$ cat config.mk
export PLATFORM = sky130hd
export DESIGN_NAME = vco_period_scheduler
export DESIGN_NICKNAME = d
export VERILOG_FILES = /design/src/rtl/vco_sched_pkg.sv /design/src/rtl/vco_period_scheduler_rr_pick.sv /design/src/rtl/vco_period_scheduler.sv
export SDC_FILE = /design/constraint.sdc
export NUM_CORES = 1
export LEC_CHECK = 0
export BUFFER_PORTS_ARGS = -buffer_cell sky130_fd_sc_hd__buf_4
export CELL_PAD_IN_SITES_DETAIL_PLACEMENT = 2
export CELL_PAD_IN_SITES_GLOBAL_PLACEMENT = 2
export CORE_UTILIZATION = 31
export CTS_BUF_LIST = sky130_fd_sc_hd__clkbuf_4
export DETAILED_ROUTE_END_ITERATION = 8
export MAX_ROUTING_LAYER = met4
export PLACE_DENSITY = 0.83
export SLEW_MARGIN = 15
export SYNTH_ARGS = -nofsm -noshare
export SYNTH_HDL_FRONTEND = slang
export SYNTH_SLANG_ARGS = --single-unit
$ cat constraint.sdc
create_clock -name clk -period 5.2 [get_ports clk]
set_input_delay 0.78 -clock clk [delete_from_list [all_inputs] [get_ports clk]]
set_output_delay 0.78 -clock clk [all_outputs]
set_load 0.03 [all_outputs]
$ cat src/rtl/vco_sched_pkg.sv
// Purpose: shared constants, FSM encodings and helpers for the VCO period scheduler.
// Latency: n/a (package only).
// Backpressure: n/a.
package vco_sched_pkg;

    // FSM encodings kept as plain constants so legacy tools can consume them
    localparam logic [1:0] ST_IDLE  = 2'd0;
    localparam logic [1:0] ST_ISSUE = 2'd1;
    localparam logic [1:0] ST_WAIT  = 2'd2;

    // Control-voltage range accepted by the period engine
    localparam logic signed [15:0] V_MIN = 16'sd1;
    localparam logic signed [15:0] V_MAX = 16'sd32766;
    localparam logic signed [15:0] VCC   = 16'sd16384;

    // Width of a channel index; never narrower than one bit
    function automatic int ch_width(input int n);
        return (n <= 2) ? 1 : $clog2(n);
    endfunction

    // Clamp a signed control voltage into the engine's legal input range
    function automatic logic [15:0] clamp_v(input logic signed [15:0] v);
        if (v < V_MIN) begin
            return V_MIN;
        end else if (v > V_MAX) begin
            return V_MAX;
        end
        return v;
    endfunction

endpackage

$ cat src/rtl/vco_period_scheduler_rr_pick.sv
// Purpose: combinational round-robin picker, first request at or above rr_ptr with wrap.
// Latency: zero cycles (pure combinational).
// Backpressure: none; caller decides when the grant is consumed.
module rr_pick #(
    parameter int NUM_CH = 4,
    parameter int CW     = 2
) (
    input  logic [NUM_CH-1:0] pending,
    input  logic [CW-1:0]     rr_ptr,
    output logic [CW-1:0]     grant,
    output logic              any_valid
);

    int idx;

    // Scan NUM_CH slots starting at rr_ptr; the first hit wins
    always_comb begin
        grant     = '0;
        any_valid = 1'b0;
        idx       = 0;
        for (int k = 0; k < NUM_CH; k++) begin
            idx = int'(rr_ptr) + k;
            if (idx >= NUM_CH) begin
                idx = idx - NUM_CH;
            end
            if (!any_valid && pending[idx]) begin
                any_valid = 1'b1;
                grant     = CW'(idx);
            end
        end
    end

endmodule

$ cat src/rtl/vco_period_scheduler.sv
// Purpose: shares one 555 period engine among NUM_CH VCO voices and holds their CYCLES_HIGH values.
// Latency: pending at t -> eng_start at t+1 -> eng_done at t+1+L -> cycles_high visible at t+2+L.
// Backpressure: one job in flight; new requests wait in IDLE, a silent engine is abandoned after TIMEOUT.
module vco_period_scheduler
    import vco_sched_pkg::*;
#(
    parameter int NUM_CH              = 4,
    parameter int DELTA_THRESH        = 64,
    parameter int REFRESH_TICKS       = 48,
    parameter int TIMEOUT             = 256,
    parameter int DEFAULT_CYCLES_HIGH = 1000
) (
    input  logic                  clk,
    input  logic                  I_RST,
    input  logic                  audio_clk_en,
    input  logic [16*NUM_CH-1:0]  v_control_flat,
    output logic                  eng_start,
    output logic [15:0]           eng_v_control,
    output logic [3:0]            eng_ch,
    input  logic                  eng_done,
    input  logic [31:0]           eng_cycles_high,
    output logic [32*NUM_CH-1:0]  cycles_high_flat,
    output logic [NUM_CH-1:0]     update_strobe,
    output logic                  busy,
    output logic                  err_timeout
);

    localparam int CW = ch_width(NUM_CH);
    localparam int AW = $clog2(REFRESH_TICKS + 1);
    localparam int TW = $clog2(TIMEOUT + 1);

    logic [15:0]       vc        [NUM_CH];
    logic signed [16:0] diff     [NUM_CH];
    logic [16:0]       mag       [NUM_CH];
    logic [NUM_CH-1:0] pending;
    logic [CW-1:0]     pick;
    logic              pick_vld;

    logic [1:0]        state_q,   state_d;
    logic [CW-1:0]     rr_ptr_q,  rr_ptr_d;
    logic [CW-1:0]     grant_q,   grant_d;
    logic [15:0]       eng_v_q,   eng_v_d;
    logic [3:0]        eng_ch_q,  eng_ch_d;
    logic [TW-1:0]     tmo_q,     tmo_d;
    logic              err_q,     err_d;
    logic [NUM_CH-1:0] strobe_q,  strobe_d;
    logic [31:0]       cyc_q      [NUM_CH];
    logic [31:0]       cyc_d      [NUM_CH];
    logic [15:0]       last_v_q   [NUM_CH];
    logic [15:0]       last_v_d   [NUM_CH];
    logic [AW-1:0]     age_q      [NUM_CH];
    logic [AW-1:0]     age_d      [NUM_CH];
    logic [CW-1:0]     next_ptr;

    // Clamp every voice and flatten the stored high-times
    for (genvar gi = 0; gi < NUM_CH; gi++) begin : g_ch
        assign vc[gi] = clamp_v(v_control_flat[16*gi +: 16]);
        assign cycles_high_flat[32*gi +: 32] = cyc_q[gi];
    end

    // A voice needs work when its voltage moved far enough or it has gone stale
    always_comb begin
        pending = '0;
        for (int i = 0; i < NUM_CH; i++) begin
            diff[i]    = $signed({1'b0, vc[i]}) - $signed({1'b0, last_v_q[i]});
            mag[i]     = diff[i][16] ? 17'(-diff[i]) : 17'(diff[i]);
            pending[i] = (mag[i] >= 17'(DELTA_THRESH)) ||
                         (age_q[i] == AW'(REFRESH_TICKS));
        end
    end

    rr_pick #(
        .NUM_CH    (NUM_CH),
        .CW        (CW)
    ) u_pick (
        .pending   (pending),
        .rr_ptr    (rr_ptr_q),
        .grant     (pick),
        .any_valid (pick_vld)
    );

    assign next_ptr = (grant_q == CW'(NUM_CH - 1)) ? '0 : grant_q + CW'(1);

    // Job FSM plus ageing; a result write zeroes age after the tick so the write wins
    always_comb begin
        state_d  = state_q;
        rr_ptr_d = rr_ptr_q;
        grant_d  = grant_q;
        eng_v_d  = eng_v_q;
        eng_ch_d = eng_ch_q;
        tmo_d    = tmo_q;
        err_d    = err_q;
        strobe_d = '0;
        cyc_d    = cyc_q;
        last_v_d = last_v_q;
        age_d    = age_q;

        for (int i = 0; i < NUM_CH; i++) begin
            if (audio_clk_en && (age_q[i] != AW'(REFRESH_TICKS))) begin
                age_d[i] = age_q[i] + AW'(1);
            end
        end

        case (state_q)
            ST_IDLE: begin
                if (pick_vld) begin
                    grant_d  = pick;
                    eng_v_d  = vc[pick];
                    eng_ch_d = 4'(pick);
                    state_d  = ST_ISSUE;
                end
            end
            ST_ISSUE: begin
                tmo_d   = '0;
                state_d = ST_WAIT;
            end
            ST_WAIT: begin
                if (eng_done) begin
                    cyc_d[grant_q]    = eng_cycles_high;
                    last_v_d[grant_q] = eng_v_q;
                    age_d[grant_q]    = '0;
                    strobe_d[grant_q] = 1'b1;
                    rr_ptr_d          = next_ptr;
                    state_d           = ST_IDLE;
                end else if (tmo_q == TW'(TIMEOUT - 1)) begin
                    // Entry, last_v and age untouched so the voice is retried later
                    err_d    = 1'b1;
                    rr_ptr_d = next_ptr;
                    state_d  = ST_IDLE;
                end else begin
                    tmo_d = tmo_q + TW'(1);
                end
            end
            default: begin
                state_d = ST_IDLE;
            end
        endcase
    end

    // State registers; reset leaves every voice stale so all are recomputed in order
    always_ff @(posedge clk) begin
        if (I_RST) begin
            state_q  <= ST_IDLE;
            rr_ptr_q <= '0;
            grant_q  <= '0;
            eng_v_q  <= '0;
            eng_ch_q <= '0;
            tmo_q    <= '0;
            err_q    <= 1'b0;
            strobe_q <= '0;
            for (int i = 0; i < NUM_CH; i++) begin
                cyc_q[i]    <= 32'(DEFAULT_CYCLES_HIGH);
                last_v_q[i] <= '0;
                age_q[i]    <= AW'(REFRESH_TICKS);
            end
        end else begin
            state_q  <= state_d;
            rr_ptr_q <= rr_ptr_d;
            grant_q  <= grant_d;
            eng_v_q  <= eng_v_d;
            eng_ch_q <= eng_ch_d;
            tmo_q    <= tmo_d;
            err_q    <= err_d;
            strobe_q <= strobe_d;
            cyc_q    <= cyc_d;
            last_v_q <= last_v_d;
            age_q    <= age_d;
        end
    end

    assign eng_start     = (state_q == ST_ISSUE);
    assign busy          = (state_q == ST_ISSUE) || (state_q == ST_WAIT);
    assign eng_v_control = eng_v_q;
    assign eng_ch        = eng_ch_q;
    assign update_strobe = strobe_q;
    assign err_timeout   = err_q;

endmodule
==> results of run 1 <==
per-layer routing:
metal,track usage [%],GRT overflow
met4,67.7,11
met3,55.5,0
met5,-,-
met2,85.7,8
met1,68.4,0
per-stage QoR:
| stage | setup TNS, ns | worst slack [ns] |
|---|---|---|
| after floorplan | -0.0194 | -0.0194 |
| after global placement | -15.08 | -0.825 |
| after detailed placement | -19.11 | -1.05 |
| after CTS | -0.0182 | -0.00963 |
logic make-up after synthesis:
group,Yosys count
fa+ha+maj,89
flops,252
other cells,1
compound gates,607
simple gates,735
buf+inv,192
mux,41
xor+xnor,52
timing repair:
item                                   CTS
endpoints found under the hold margin    0
setup buffers                            4
hold buffers                             0
setup endpoints to repair               19
pin swaps                                7
gates resized for setup                 32
gates cloned                             0
==> results.md, run 1 <==
* Outcome: aborted with a tool error
* Exit stage: global routing
* Tool error: [ERROR GRT-0232] Routing congestion too high. Check the congestion heatmap in the GUI.
* H-tree depth at 3
* CTS Buf Count at 74
* Post-synth top cells: dfxtp_1 (252), nand2_1 (252), a21oi_1 (138), nor2_1 (102), o21ai_0 (102)
* RD Place Congestion at 0.952
* Grt repair worst endpoint: eng_v_control[6]$_SDFFE_PP0P_/D
* Post-synthesis mux area share at 2.60%
* Die Span X at 229 um
* Cells after synthesis at around 2,000
* Yosys cell types at around 110
* Gr ovfl total at 19
* Compound-Gate Fraction of Synth Area at a little over a quarter
* Synth warn at 0
* Worst endpoint type: register data pin
* Syn_area_per_cell at 8.11 sq um
* Post-synthesis simple-gate area fraction at roughly a quarter
* Initial antenna violation count at 27
* Synthesized-area fraction occupied by adder cells at 7.16%
* Placed cell area at 0.0218 sq mm
* #FFs+latches synth at 252
* Post-synthesis xor/xnor area fraction at 2.85%
* Ranking of synthesized cells by area: dfxtp_1 (32%), ha_1 (6.7%), nand2_1 (5.9%)
* Hpwl dp at 65,500 um
* Synth area leader: dfxtp_1
* Chip height at 229 um
* Largest net degree at the start of global routing at 67
* DP Cell Count at 3,243
* CTS root buf: clkbuf_4
* Share of flip-flops with an asynchronous set or reset at 0%
* Area of the mapped netlist at 0.0160 sq mm
* Post-synthesis sequential area ratio at 31.6%
* Post-synth top flop: dfxtp_1
* Starting Density at 31.6%
* Area share of the largest cell type after synthesis at a little under a third
* Placement Rows at 82
* CTS sink cnt at 252
* Global-route usage over all layers at just over 70%
* Number of synthesized flops with an enable pin at 0
* Main combinational cell family by area after synthesis: compound AO/OA/AOI/OAI gates
* # IOs at ~260
* PortBufs at ~250
* Max clock buf depth at 3
==> run 2, diff against run 1 <==
--- a/config.mk
+++ b/config.mk
@@ -6,13 +6,9 @@
 export NUM_CORES = 1
 export LEC_CHECK = 0
 export BUFFER_PORTS_ARGS = -buffer_cell sky130_fd_sc_hd__buf_4
-export CELL_PAD_IN_SITES_DETAIL_PLACEMENT = 2
-export CELL_PAD_IN_SITES_GLOBAL_PLACEMENT = 2
-export CORE_UTILIZATION = 31
-export CTS_BUF_LIST = sky130_fd_sc_hd__clkbuf_4
+export CORE_UTILIZATION = 40
 export DETAILED_ROUTE_END_ITERATION = 8
-export MAX_ROUTING_LAYER = met4
-export PLACE_DENSITY = 0.83
+export PLACE_DENSITY_LB_ADDON = 0.15
 export SLEW_MARGIN = 15
 export SYNTH_ARGS = -nofsm -noshare
 export SYNTH_HDL_FRONTEND = slang
==> constraint.sdc (replaced) <==
create_clock -name clk -period 6.8 [get_ports clk]
set_input_delay 1.02 -clock clk [delete_from_list [all_inputs] [get_ports clk]]
set_output_delay 1.02 -clock clk [all_outputs]
set_load 0.03 [all_outputs]
==> run 2 against run 1 <==
  * Synthesized cell count did not move
  * The flow now finishes without violations
  * Synthesized area unchanged
==> results.md, run 2 <==
* Crit path from: v_control_flat[4]
* # diodes at 0
* Startpoint Class: input port
* CORE AREA at 0.0390 sq mm
* Outcome: finished clean
* Setup bufs post-CTS at 0 (-4)
* Commonest non-fill, non-tap cells in the layout: buf_4 (302), nand2_1 (252), dfxtp_1 (252)
* Power density over the cells at 219 mW/mm^2
* Global-route usage over all layers at between 20% and 30%
* Area grow syn2layout at 23.6%
* Highest clock rate at 163 MHz
* H-tree depth at 1 (-2)
* # setup viols final at 0
* Post-synthesis xor/xnor area fraction at 2.85% (unchanged)
* Hpwl dp at 42,700 um (-35%)
* Initial antenna violation count at 1
* Fin. Hold Viols at 0
* Hold_buf cts at 0 (unchanged)
* Area of the mapped netlist at 0.0160 sq mm (unchanged)
* Chip height at 202 um (-12%)
* Final period utilization at 90.5%
* # IOs at 255 (unchanged)
* Final ANT Viol Nets at 0
* R2R Path Start: last_v_q[48]
* Fin crit period at 6.15 ns
* Resize count post-CTS at 0 (-100%)
* Post-synthesis mux area share at 2.60% (unchanged)
* HP Class: register to register
* Most common cell after layout, fill and taps aside: buf_4
* Crit path DAT at around 6.7 ns
* PortBufs at 252 (unchanged)
* Cells after synthesis at 1,969 (unchanged)
* Leakage power at a little under 8 nW
* Slew HR at a little under a quarter
* Layout Skew at 0.0218 ns
* R2R cell count at 15
* Max Slew Vio Count at 0
* Routed WL per cell at 20.6 um
* Main combinational cell family by area after synthesis: compound AO/OA/AOI/OAI gates
* Worst-path clk slew at approximately 0.070 ns
* Max Cap Viol at 0
* Max clock buf depth at 3 (unchanged)
* Yosys cell types at 106 (unchanged)
* Synthesized-area fraction occupied by adder cells at 7.16% (unchanged)
* Largest register FFs at 128
* Post-synthesis simple-gate area fraction at 23.7% (unchanged)
* Vias in the first global route at 15,359
* CTS Buf Count at 29 (-61%)
* Residual DRC at 0
* Worst-case vdd ir drop at 0.000292 V
* Post-synth top cells: dfxtp_1 (252), nand2_1 (252), a21oi_1 (138), nor2_1 (102), o21ai_0 (102)
* Final net count at 2,406
* CTS root buf: clkbuf_16
* Synth area leader: dfxtp_1
* Skew-Pair Late Insertion Delay at 0.59 ns
* Ranking of synthesized cells by area: dfxtp_1 (32%), ha_1 (6.7%), nand2_1 (5.9%)
* Setup_tns at 0 ns
* Gr ovfl total at 0
* Slew @ Worst Pin at around 1.2 ns
* Die Span X at 202 um (-12%)
* Critical path fanouts, max at 8
* Synth warn at 0 (unchanged)
* Post-synth top flop: dfxtp_1
* RSZ-0062 raised after global routing: no
* Crit Path Class: input port to register
* Final core occ at 50.6%
* CTS sink cnt at 252 (unchanged)
* #FFs+latches synth at 252 (unchanged)
* Post-synthesis sequential area ratio at 31.6% (unchanged)
* Starting Density at 40.9% (+9.3 points)
* Initial DRC count at 1,004
* Crit path to: eng_v_control[3]
* Share of flip-flops with an asynchronous set or reset at 0% (unchanged)
* Number of synthesized flops with an enable pin at 0 (unchanged)
* Placement Rows at 72 (-12%)
* Detailed-route via count at 16,180
* RD Place Congestion at 0.962 (+1.1%)
* R2R setup slack at roughly 1.9 ns
* CP required at 7.31 ns
* RR Endpoint: eng_v_control[3]
* Syn_area_per_cell at 8.11 sq um (unchanged)
* Die Area at 0.0407 sq mm
* Area share of the largest cell type after synthesis at 31.6% (unchanged)
* Largest net degree at the start of global routing at 68
* Global-route wire length before repair at 88,200 um
* DRT Wirelength at ~57,000 um
* Vias/cell at 5.87
* Compound-Gate Fraction of Synth Area at 27.3% (unchanged)
* Share of cells above drive strength 1 at 18.3%
* TritonCTS clock tree: yes
* Kind of end point of the critical path: register
* Pre-antenna DRT Iters at 5
## run 2: cell counts after synthesis
No cell type changed its count.
## run 2: cell type report
class / instances / area, sq um
Timing Repair Buffer: 303 / 2290
Clock inverter: 22 / 408
Sequential cell: 252 / 5040
Fill cell: 3755 / 19300
Inverter: 101 / 379
Multi-Input combinational cell: 1530 / 10200
Clock buffer: 32 / 767
Tap cell: 518 / 648
## run 2: logic make-up after synthesis
kind of cell	count (synthesis)
compound gates	607
xor+xnor	52
fa+ha+maj	89
buf+inv	192
flops	252
mux	41
other cells	1
simple gates	735
## run 2: worst max-delay path, cell delays in order
cell and delay (ns):
buf_4 0.12, nor3_1 0.34, buf_4 0.18, a41oi_1 0.26, and2_1 0.27, ha_1 0.22
fa_1 0.42, nor2b_1 0.25, o211a_1 0.18, o211ai_1 0.23, a2111oi_1 0.48, nand4bb_1 0.25
and3_1 0.22, a2111oi_0 0.36, nand3b_1 0.30, nand3b_4 0.28, o2bb2ai_1 0.27, nor4_4 0.52
nand2_1 0.24, o221ai_1 0.24
## run 2: through the flow
step,power [mW],std cells,cell area (sq um),worst slack (ns),hold WS [ns]
global route,4.49,2758,19700,0.158,0.473
detailed placement,2.42,2704,18600,0.0744,0.447
global placement,2.41,2704,18600,0.207,0.443
finish,4.32,2758,19700,0.646,0.454
CTS,4.34,2758,19700,0.697,0.455
floorplan,2.11,1974,16000,1.14,0.436
## run 2: power by group
| part | switching [mW] | internal (mW) |
|---|---|---|
| combinational | 0.542 | 0.335 |
| sequential | 0.0312 | 1.49 |
| clock | 0.711 | 1.21 |
| total | 1.28 | 3.04 |
## run 2: how the worst min path moves through the flow
stage / startpoint / endpoint / slack [ns] / cells past startpoint
global route: cycles_high_flat[91] / cycles_high_flat[91] / 0.47 / 2
floorplan: last_v_q[18] / last_v_q[18] / 0.44 / 2
CTS: cycles_high_flat[81] / cycles_high_flat[81] / 0.46 / 2
finish: cycles_high_flat[81] / cycles_high_flat[81] / 0.45 / 2
detailed placement: cycles_high_flat[81] / cycles_high_flat[81] / 0.45 / 2
global placement: cycles_high_flat[90] / cycles_high_flat[90] / 0.44 / 2
## run 2: layer usage
metal	track usage, %	wire [um]	vias to the layer above
met5	0	0	-
met4	6.87	1370	0
met3	5.64	4550	88
met2	44.9	25900	601
met1	36.0	25000	7726
li1	-	-	7765
Power figures use the tool's default switching activity.
